## src/rtl/i2c_target_pkg.sv

```systemverilog
// ---------------------------------------------------------------------------
// i2c_target_pkg
//   Shared types and constants for the 7-bit I2C target.
//   - state_t       : FSM state encoding (3 bits)
//   - I2C_ACK/NACK  : SDA level during the 9th clock of a byte
//   - BITS_PER_BYTE : data bits per byte on the bus
// ---------------------------------------------------------------------------
package i2c_target_pkg;

  typedef enum logic [2:0] {
    ST_IDLE     = 3'd0,
    ST_ADDR     = 3'd1,
    ST_ADDR_ACK = 3'd2,
    ST_WR_BYTE  = 3'd3,
    ST_WR_ACK   = 3'd4,
    ST_RD_BYTE  = 3'd5,
    ST_RD_ACK   = 3'd6,
    ST_IGNORE   = 3'd7
  } state_t;

  localparam logic I2C_ACK  = 1'b0;
  localparam logic I2C_NACK = 1'b1;

  localparam int BITS_PER_BYTE = 8;

  // Bit counter value after the last data bit of a byte has been sampled.
  localparam logic [3:0] BYTE_DONE = 4'(BITS_PER_BYTE);

endpackage

```

## src/rtl/i2c_bus_sync.sv

```systemverilog
// ---------------------------------------------------------------------------
// i2c_bus_sync
//   Oversamples SCL/SDA on clk and derives single-clk event strobes.
//   Ports:
//     clk, rst_n          : system clock, async active-low reset
//     scl, sda            : raw bus lines
//     scl_rise, scl_fall  : one-clk strobes on synchronized SCL edges
//     sda_s               : synchronized SDA, aligned with the strobes
//     start_det, stop_det : SDA fall / rise while SCL is high
// ---------------------------------------------------------------------------
module i2c_bus_sync #(
  parameter int SYNC_STAGES = 2
) (
  input  logic clk,
  input  logic rst_n,
  input  logic scl,
  input  logic sda,
  output logic scl_rise,
  output logic scl_fall,
  output logic sda_s,
  output logic start_det,
  output logic stop_det
);

  localparam int N = (SYNC_STAGES < 2) ? 2 : SYNC_STAGES;

  // Index 0 is the first flop; index N-1 is the oldest sample.
  logic [N-1:0] scl_q;
  logic [N-1:0] sda_q;

  always_ff @(posedge clk or negedge rst_n) begin
    if (!rst_n) begin
      scl_q <= '1;
      sda_q <= '1;
    end else begin
      scl_q <= {scl_q[N-2:0], scl};
      sda_q <= {sda_q[N-2:0], sda};
    end
  end

  logic scl_new, scl_old, sda_new, sda_old;

  assign scl_new = scl_q[N-2];
  assign scl_old = scl_q[N-1];
  assign sda_new = sda_q[N-2];
  assign sda_old = sda_q[N-1];

  assign scl_rise  = scl_new & ~scl_old;
  assign scl_fall  = ~scl_new & scl_old;
  assign sda_s     = sda_new;

  // SCL must be high in both stages so an SDA change coinciding with an
  // SCL edge is never mistaken for a bus condition.
  assign start_det = scl_new & scl_old & sda_old & ~sda_new;
  assign stop_det  = scl_new & scl_old & ~sda_old & sda_new;

endmodule

```

## src/rtl/i2c_target.sv

```systemverilog
// ---------------------------------------------------------------------------
// i2c_target
//   7-bit I2C target with a 16-bit write word (RX_DATA) and a 16-bit read
//   word (TX_DATA, captured at address ACK). No clock stretching.
//   Ports:
//     clk       : system clock, >= 8x SCL
//     RESET     : async active-low reset
//     SCL       : bus clock from the generator
//     SDA_IN    : bus data driven by the generator
//     TX_DATA   : word returned on a read
//     SDA_OUT   : target data toward the generator (valid when SDA_OE=1)
//     SDA_OE    : target drives SDA
//     RX_DATA   : last completed write word
//     RX_VALID  : one-clk pulse when RX_DATA updates
//     ADDR_HIT  : own address ACKed, until next START/STOP
//     BUSY      : between START and STOP
//
//   state       | meaning
//   ------------+-----------------------------------------------------
//   ST_IDLE     | bus free, waiting for START
//   ST_ADDR     | shifting 7 address bits + RNW
//   ST_ADDR_ACK | driving address ACK, then branch on RNW
//   ST_WR_BYTE  | sampling a write byte
//   ST_WR_ACK   | driving ACK (bytes 0,1) or NACK (later bytes)
//   ST_RD_BYTE  | presenting a read byte, MSB first
//   ST_RD_ACK   | SDA released, sampling controller ACK/NACK
//   ST_IGNORE   | not addressed / finished, wait for START or STOP
// ---------------------------------------------------------------------------
module i2c_target
  import i2c_target_pkg::*;
#(
  parameter logic [6:0] DEV_ADDR    = 7'h2A,
  parameter int         SYNC_STAGES = 2
) (
  input  logic        clk,
  input  logic        RESET,
  input  logic        SCL,
  input  logic        SDA_IN,
  input  logic [15:0] TX_DATA,
  output logic        SDA_OUT,
  output logic        SDA_OE,
  output logic [15:0] RX_DATA,
  output logic        RX_VALID,
  output logic        ADDR_HIT,
  output logic        BUSY
);

  logic scl_rise, scl_fall, sda_s, start_det, stop_det;

  i2c_bus_sync #(
    .SYNC_STAGES(SYNC_STAGES)
  ) u_bus_sync (
    .clk       (clk),
    .rst_n     (RESET),
    .scl       (SCL),
    .sda       (SDA_IN),
    .scl_rise  (scl_rise),
    .scl_fall  (scl_fall),
    .sda_s     (sda_s),
    .start_det (start_det),
    .stop_det  (stop_det)
  );

  state_t      state, state_n;
  logic [3:0]  bit_cnt, bit_cnt_n;
  logic [15:0] shreg, shreg_n;
  logic [1:0]  byte_idx, byte_idx_n;
  logic        rnw, rnw_n;
  logic        mack, mack_n;
  logic        sda_out_n, sda_oe_n, rx_valid_n, addr_hit_n, busy_n;
  logic [15:0] rx_data_n;

  always_ff @(posedge clk or negedge RESET) begin
    if (!RESET) begin
      state    <= ST_IDLE;
      bit_cnt  <= '0;
      shreg    <= '0;
      byte_idx <= '0;
      rnw      <= 1'b0;
      mack     <= I2C_NACK;
      SDA_OUT  <= 1'b1;
      SDA_OE   <= 1'b0;
      RX_DATA  <= '0;
      RX_VALID <= 1'b0;
      ADDR_HIT <= 1'b0;
      BUSY     <= 1'b0;
    end else begin
      state    <= state_n;
      bit_cnt  <= bit_cnt_n;
      shreg    <= shreg_n;
      byte_idx <= byte_idx_n;
      rnw      <= rnw_n;
      mack     <= mack_n;
      SDA_OUT  <= sda_out_n;
      SDA_OE   <= sda_oe_n;
      RX_DATA  <= rx_data_n;
      RX_VALID <= rx_valid_n;
      ADDR_HIT <= addr_hit_n;
      BUSY     <= busy_n;
    end
  end

  always_comb begin
    state_n    = state;
    bit_cnt_n  = bit_cnt;
    shreg_n    = shreg;
    byte_idx_n = byte_idx;
    rnw_n      = rnw;
    mack_n     = mack;
    sda_out_n  = SDA_OUT;
    sda_oe_n   = SDA_OE;
    rx_data_n  = RX_DATA;
    rx_valid_n = 1'b0;
    addr_hit_n = ADDR_HIT;
    busy_n     = BUSY;

    if (stop_det) begin
      state_n    = ST_IDLE;
      bit_cnt_n  = '0;
      sda_oe_n   = 1'b0;
      sda_out_n  = 1'b1;
      busy_n     = 1'b0;
      addr_hit_n = 1'b0;
    end else if (start_det) begin
      state_n    = ST_ADDR;
      bit_cnt_n  = '0;
      sda_oe_n   = 1'b0;
      sda_out_n  = 1'b1;
      busy_n     = 1'b1;
      addr_hit_n = 1'b0;
    end else begin
      case (state)
        ST_IDLE: begin
          sda_oe_n = 1'b0;
        end

        ST_ADDR: begin
          sda_oe_n = 1'b0;
          if (scl_rise) begin
            shreg_n   = {shreg[14:0], sda_s};
            bit_cnt_n = bit_cnt + 4'd1;
            // On the 8th rise the address sits in shreg[6:0], RNW on SDA.
            if (bit_cnt == BYTE_DONE - 4'd1) begin
              rnw_n   = sda_s;
              state_n = (shreg[6:0] == DEV_ADDR) ? ST_ADDR_ACK : ST_IGNORE;
            end
          end
        end

        ST_ADDR_ACK: begin
          if (scl_fall) begin
            // SDA_OE doubles as the phase marker: low means the ACK has
            // not been driven yet, high means the ACK clock just ended.
            if (!SDA_OE) begin
              sda_oe_n   = 1'b1;
              sda_out_n  = I2C_ACK;
              addr_hit_n = 1'b1;
              shreg_n    = TX_DATA;
            end else begin
              byte_idx_n = '0;
              bit_cnt_n  = '0;
              if (rnw) begin
                state_n   = ST_RD_BYTE;
                sda_out_n = shreg[15];
              end else begin
                state_n   = ST_WR_BYTE;
                sda_oe_n  = 1'b0;
                sda_out_n = 1'b1;
              end
            end
          end
        end

        ST_WR_BYTE: begin
          if (scl_rise) begin
            shreg_n   = {shreg[14:0], sda_s};
            bit_cnt_n = bit_cnt + 4'd1;
            if (bit_cnt == BYTE_DONE - 4'd1) begin
              state_n = ST_WR_ACK;
            end
          end
        end

        ST_WR_ACK: begin
          if (scl_fall) begin
            if (!SDA_OE) begin
              if (byte_idx == 2'd2) begin
                // Beyond the 16-bit word: leave SDA released (NACK).
                state_n = ST_IGNORE;
              end else begin
                sda_oe_n  = 1'b1;
                sda_out_n = I2C_ACK;
                if (byte_idx == 2'd1) begin
                  rx_data_n  = shreg;
                  rx_valid_n = 1'b1;
                end
              end
            end else begin
              sda_oe_n   = 1'b0;
              sda_out_n  = 1'b1;
              bit_cnt_n  = '0;
              byte_idx_n = byte_idx + 2'd1;
              state_n    = ST_WR_BYTE;
            end
          end
        end

        ST_RD_BYTE: begin
          if (scl_rise) begin
            bit_cnt_n = bit_cnt + 4'd1;
          end else if (scl_fall) begin
            if (bit_cnt == BYTE_DONE) begin
              sda_oe_n  = 1'b0;
              sda_out_n = 1'b1;
              state_n   = ST_RD_ACK;
            end else begin
              shreg_n   = {shreg[14:0], 1'b0};
              sda_out_n = shreg[14];
            end
          end
        end

        ST_RD_ACK: begin
          if (scl_rise) begin
            mack_n = sda_s;
          end else if (scl_fall) begin
            bit_cnt_n = '0;
            if (mack == I2C_ACK && byte_idx == 2'd0) begin
              state_n    = ST_RD_BYTE;
              byte_idx_n = 2'd1;
              sda_oe_n   = 1'b1;
              sda_out_n  = shreg[14];
              shreg_n    = {shreg[14:0], 1'b0};
            end else begin
              state_n = ST_IGNORE;
            end
          end
        end

        ST_IGNORE: begin
          sda_oe_n  = 1'b0;
          sda_out_n = 1'b1;
        end

        default: begin
          state_n  = ST_IDLE;
          sda_oe_n = 1'b0;
        end
      endcase
    end
  end

endmodule

```

## config.mk

```make
export PLATFORM = sky130hd
export DESIGN_NAME = i2c_target
export DESIGN_NICKNAME = d
export VERILOG_FILES = /design/src/rtl/i2c_target_pkg.sv /design/src/rtl/i2c_bus_sync.sv /design/src/rtl/i2c_target.sv
export SDC_FILE = /design/constraint.sdc
export NUM_CORES = 1
export LEC_CHECK = 0
export BUFFER_PORTS_ARGS = -buffer_cell sky130_fd_sc_hd__buf_2
export CORE_MARGIN = 5
export CORE_UTILIZATION = 57
export DETAILED_ROUTE_END_ITERATION = 10
export HOLD_SLACK_MARGIN = 0.12
export PLACE_DENSITY = 0.87
export RECOVER_POWER = 25
export SYNTH_ARGS = -nofsm -noshare
export SYNTH_HDL_FRONTEND = slang
export SYNTH_SLANG_ARGS = --single-unit
export TNS_END_PERCENT = 50
```

## constraint.sdc

```tcl
create_clock -name clk -period 2.2 [get_ports clk]
set_input_delay 0.66 -clock clk [delete_from_list [all_inputs] [get_ports clk]]
set_output_delay 0.66 -clock clk [all_outputs]
set_load 0.03 [all_outputs]
```

* Yosys cells after proc, flatten, opt, wreduce, memory -nomap -nowiden
Cells that the tools add are included.
** Storage, ports and cells
- Flip-flop bits (word level) :: 52
- Logic and storage cells :: 191
- Output and inout port bits :: 21
- Input bits :: 20
** Cells by class
- Reductions and logical operators :: 26
- Add/subtract/negate cells :: 2
- Bitwise gates (word level) :: 16
- Multiplexer cells :: 90
- Eq/ne operators :: 43
** Operators with widths (count)
- 2-to-1 mux 16 bit :: 9
- case mux 16 bit (4 select lines) :: 1
- 2-to-1 mux 3 bit :: 18
- != test 4 bit, second input constant :: 13
- 2-to-1 mux 1 bit :: 42
- 2-to-1 mux 4 bit :: 7
- != test 2 bit, second input constant :: 11
- case mux 3 bit (6 select lines) :: 1
- AND reduction 9 bit :: 2
- 2-to-1 mux 2 bit :: 8
- AND reduction 14 bit :: 1
- nonzero test 7 bit :: 2
- equality test 3 bit, second input constant :: 4
- != test 4 x 1 -> 1 bit, second input constant :: 3
- case mux 4 bit (3 select lines) :: 1
- AND reduction 12 bit :: 1
- != test 5 bit, second input constant :: 2
- case mux 1 bit (5 select lines) :: 2
- AND reduction 10 bit :: 1
- NOT 1 bit :: 9
- nonzero test 3 bit :: 3
- nonzero test 8 bit :: 1
- AND 1 bit :: 7
- equality test 7 x 6 -> 1 bit, second input constant :: 1
- 24 further kinds :: 27

* Logic depth before layout (Yosys ltp)
- Depth after elaboration :: 8
- Depth in mapped cells :: 8
- Gate-level depth less buffers :: 7

* Modules after synthesis
Synthesis repeated with hierarchy kept, for this count alone.
** Unflattened totals
- Cell total of the unflattened synthesis :: 251
- Area, all modules :: 2832.7 µm²
** By module, submodules not included
- i2c_target :: instances 1, area an instance 2695.1 µm², cells an instance 243, sequential area each 1203.7 µm²
- i2c_bus_sync :: instances 1, area an instance 137.6 µm², cells an instance 8, sequential area each 105.1 µm²

* Worst setup path before layout
OpenSTA, ideal clock, no wires.
- Path type :: register to register
- Start point :: register bit_cnt[0]
- End point :: register shreg[10]
- Clock period less this slack :: 1.887 ns
- Setup time :: 0.125 ns
- Stages on the path, launching flop included :: 9
- Data required time :: 2.075 ns
- Setup slack :: 0.313 ns
- Arrival :: 1.762 ns
- Buffers on the path :: 1
- Cell sequence :: dfrtp_1 -> inv_1 -> ha_1 -> and3b_1 -> nor4_2 -> o21ai_1 -> a21oi_4 -> buf_6 -> mux2_4
** On the way
- Longest elaborated chain between the ends :: 3
** RTL lines
- from (decl) :: RTL line i2c_target.sv:65 : logic [3:0] bit_cnt, bit_cnt_n;
- from (signal assigned) :: RTL line i2c_target.sv:89 : bit_cnt <= bit_cnt_n;
- equality test 4 bit :: RTL line i2c_target.sv:212 : if (bit_cnt == BYTE_DONE) begin
- != test 2 bit (no source line)
- AND reduction 12 bit (no source line)
- to (signal assigned) :: RTL line i2c_target.sv:90 : shreg <= shreg_n;
- to (decl) :: RTL line i2c_target.sv:66 : logic [15:0] shreg, shreg_n;
Every way passes these cells.
A chain may end at the register's enable or synchronous reset.

* Worst setup path after layout
- Start point :: register state[0]
- End point :: register state[0]
** On the way
- Longest elaborated chain between the ends :: 4
- Elaborated cells between the ends (all ways) :: 24
- Those cells by class :: eq/ne (19); mux (3); reduce/logical (2)
** RTL lines
- from (decl) :: RTL line i2c_target.sv:64 : state_t state, state_n;
- from (signal assigned) :: RTL line i2c_target.sv:88 : state <= state_n;
- equality test 3 bit, or another cell as far along :: RTL line i2c_target.sv:132 : case (state)
- case mux 3 bit (6 select lines) :: RTL line i2c_target.sv:132
- 2-to-1 mux 3 bit :: RTL line i2c_target.sv:124 : end else if (start_det) begin
- 2-to-1 mux 3 bit :: RTL line i2c_target.sv:117 : if (stop_det) begin
Parallel ways exist; a longest one is shown, timed or not.

==> reports/summary.txt <==
share of cells above drive strength 1 -> 0.421
slew margin rel. -> 0.451
Final Cycle Share -> 0.955
Final min period -> 2.10 ns
CTS Buf Count -> 5
Worst path depth -> 6
clk buf depth -> 2
final setup TNS -> 0 ns
Clock Pin Slew Worst Setup and Hold Paths -> 0.10 ns
measured slew at the worst slew-check pin -> 0.823 ns
Syn Inst Count -> 252
WP data required -> 2.44 ns
CTS tree -> built
die height -> 82.6 µm
Avg Vias per Cell -> 5.66
HPWL after detailed placement -> 4830 µm
Slew Viols, Final -> 0
share of the synthesized area in the top cell type -> 0.383
Post-route DRC -> 0
Final Core Density -> 0.683
Peak VDD IR -> 0.637 mV
Worst Path Arrival -> 2.35 ns
power per cell area -> 1400 nW/µm²
Fill cells -> 391
Yosys top cell by area -> dfrtp_1
Worst Setup SP -> state[0]
cell row count -> 26
IO Port Bufs -> 40
post-synthesis sequential area ratio -> 0.436
Seq cells post-synth -> 52
Post-Syn Area per Cell -> 11.9 µm²
Setup Viol. Count Final -> 0
Setup Crit Path Kind -> reg -> reg
R2R Path Start -> state[0]
total gr overflow -> 0
number of flops mapped to enable cells by yosys -> 0
vias in the first global route -> 2,121
Syn Nets -> 277
H-tree depth -> 2
largest net degree at the start of global routing -> 23
gpl congestion -> 0.969
Post-DRT Antenna Nets -> 0
ANT cells -> 0
Iter 0 DRT Violations -> 171
final hold vios -> 0
Cell variety after synth -> 62
Max Cap Viol -> 0
achievable frequency -> 476 MHz
Leakage -> 1.61 nW
clk_skew -> 0.00977 ns
RR Endpoint -> state[0]
CP startpoint kind -> flip-flop
CP top delay family -> simple AND/OR/NAND/NOR gates
Post-Syn Area -> 3000 µm²
Die ar. -> 6820 µm²
worst-path fanout max -> 8
total power -> 0.00488 W
Synth async-reset ratio -> 1.00
drt pass-1 iters -> 4
worst reg2reg path depth -> 6
Worst Path Buf+Inv -> 1
dominant cells by area after synthesis -> dfrtp_1 38%, mux2_4 10%, mux2_1 5.6%
Critical-path top delay cell -> nor4_4
RSZ-0062 raised after global routing -> no
DRT Wirelength -> 6440 µm
status -> complete, no violations
Starting Density -> 0.588
wire per inst -> 17.0 µm
worst skew pair latency -> 0.32 ns
CP Cell Sequence -> buf_4 > and2_1 > a2111oi_4 > nor4_4 > mux2_4 > a21oi_2
R2R setup slack -> 0.1 ns
crit path capture type -> flip-flop
Die W -> 82.6 µm
main flop type after synthesis -> dfrtp_1
hold crit path type -> in -> async
total core area -> 5110 µm²
Layout area overhead -> 16.2%
Clock Sinks -> 52
gr usage total -> 0.204
initial antenna violation count -> 0
Worst path max stage delay -> 0.52 ns
Ports -> 41
via count -> 2,145
Root Buffer -> clkbuf_8
first-pass GRT wire length -> 10,600 µm
Nets -> 333
Ys Warns -> 0
crit path to -> state[0]
==> layout by cell type, fill, tap and decap left out, types with 2 or more instances in the layout <==
cell type / instances
nand2b_1: 4
buf_12: 3
mux2_4: 20
mux2_2: 14
inv_6: 2
a21oi_1: 10
clkbuf_8: 5
o21a_1: 2
buf_2: 39
mux2_1: 15
xnor2_1: 3
ha_1: 5
nand2b_4: 2
a31oi_1: 4
nor2b_1: 2
nor3b_1: 4
clkbuf_1: 2
dfrtp_1: 46
a2111oi_0: 2
nor4_1: 2
mux2i_1: 5
inv_1: 6
o21ai_0: 9
dfstp_2: 5
nand2_1: 14
nor2_1: 13
nor2b_2: 2
buf_4: 20
inv_2: 3
nor3_1: 6
a22o_1: 2
nand3_1: 3
and3b_1: 2
==> what timing repair did <==
item / 4_1_cts / 5_1_grt
setup endpoints to repair: 0 / 15
hold buffers: 0 / 0
buffers inserted: 0 / 1
resized for setup: 0 / 0
==> cell usage after synthesis, types with 5 or more instances <==
library cell	n
mux2_1	15
ha_1	5
buf_4	5
nand2_1	14
dfstp_2	6
mux2_4	20
nor3_1	6
inv_1	6
nor2_1	13
mux2i_1	5
mux2_2	14
a21oi_1	10
o21ai_0	9
dfrtp_1	46
==> power breakdown <==
group / leakage [nW] / internal, W / switching [W]
clock: 0.0452 / 0.000232 / 0.000342
sequential: 0.656 / 0.00132 / 0.000332
combinational: 0.910 / 0.00130 / 0.00135
==> registers in the layout, indices dropped and copies added (netlist names) <==
| signal | count |
|---|---|
| state | 3 |
| ADDR_HIT | 1 |
| BUSY | 1 |
| RX_VALID | 1 |
| mack | 1 |
| bit_cnt | 4 |
| RX_DATA | 16 |
| u_bus_sync.scl_q | 2 |
| SDA_OUT | 1 |
| shreg | 16 |
| rnw | 1 |
| SDA_OE | 1 |
| u_bus_sync.sda_q | 2 |
| byte_idx | 2 |
==> cell families (layout without fill, tap and decap cells) <==
kind of cell | after synthesis | count (layout) | share of synthesized area
adder cells (fa/ha/maj) | 6 | 6 | 0.0242
multiplexers | 54 | 54 | 0.225
XOR/XNOR | 4 | 4 | 0.0142
AND/OR/NAND/NOR | 64 | 64 | 0.128
AO/OA/AOI/OAI | 48 | 48 | 0.125
flip-flops | 52 | 52 | 0.436
buffers and inverters | 24 | 81 | 0.0479
==> area by class of cell <==
type | instances | area (µm²) | share of cell area
clock buffers | 5 | 68.8 | 0.0197
clock inverters | 3 | 25.0 | 0.00717
inverters | 9 | 33.8 | 0.00968
multi-input cells | 176 | 1550 | 0.445
flip-flops and latches | 52 | 1310 | 0.375
well taps | 70 | 87.6 | 0.0251
repair buffers | 64 | 413 | 0.118
==> worst min-delay path by stage <==
stage	from	to	slack [ns]	cells past startpoint
2_1_floorplan	u_bus_sync.scl_q[0]	u_bus_sync.scl_q[1]	0.35	0
3_3_place_gp	SDA_OUT	SDA_OUT	0.47	2
3_5_place_dp	RX_DATA[15]	RX_DATA[15]	0.49	1
4_1_cts	RESET	bit_cnt[1]	0.24	1
5_1_grt	SDA_IN	u_bus_sync.sda_q[0]	0.42	1
6_report	RESET	bit_cnt[1]	0.41	1
==> layer usage <==
layer,share of wire,vias up,wire (µm),global-route usage
li1,-,1024,-,-
met5,0,-,0,0
met2,0.48,57,3110,0.323
met4,0.011,0,72,0.0637
met1,0.46,1056,2980,0.287
met3,0.042,8,273,0.0304
==> worst reg2reg max path: cells and delay by family, from the launching register on <==
family                 cells  cell delay (ns)
AO/OA/AOI/OAI              2             0.22
buffers and inverters      1             0.19
flip-flops                 1             0.49
multiplexers               1             0.35
AND/OR/NAND/NOR            2             0.79
==> per-stage QoR <==
| step | area (µm²) | hold WS, ns | setup WS (ns) | instances |
|---|---|---|---|---|
| floorplan | 3000 | 0.354 | 0.313 | 252 |
| global placement | 3380 | 0.475 | 0.0817 | 370 |
| detailed placement | 3380 | 0.489 | 0.0363 | 370 |
| CTS | 3470 | 0.244 | 0.0224 | 378 |
| global route | 3490 | 0.421 | 0.00174 | 379 |
| finish | 3490 | 0.412 | 0.0984 | 379 |
Note: power is estimated with default switching activity, not from simulation.
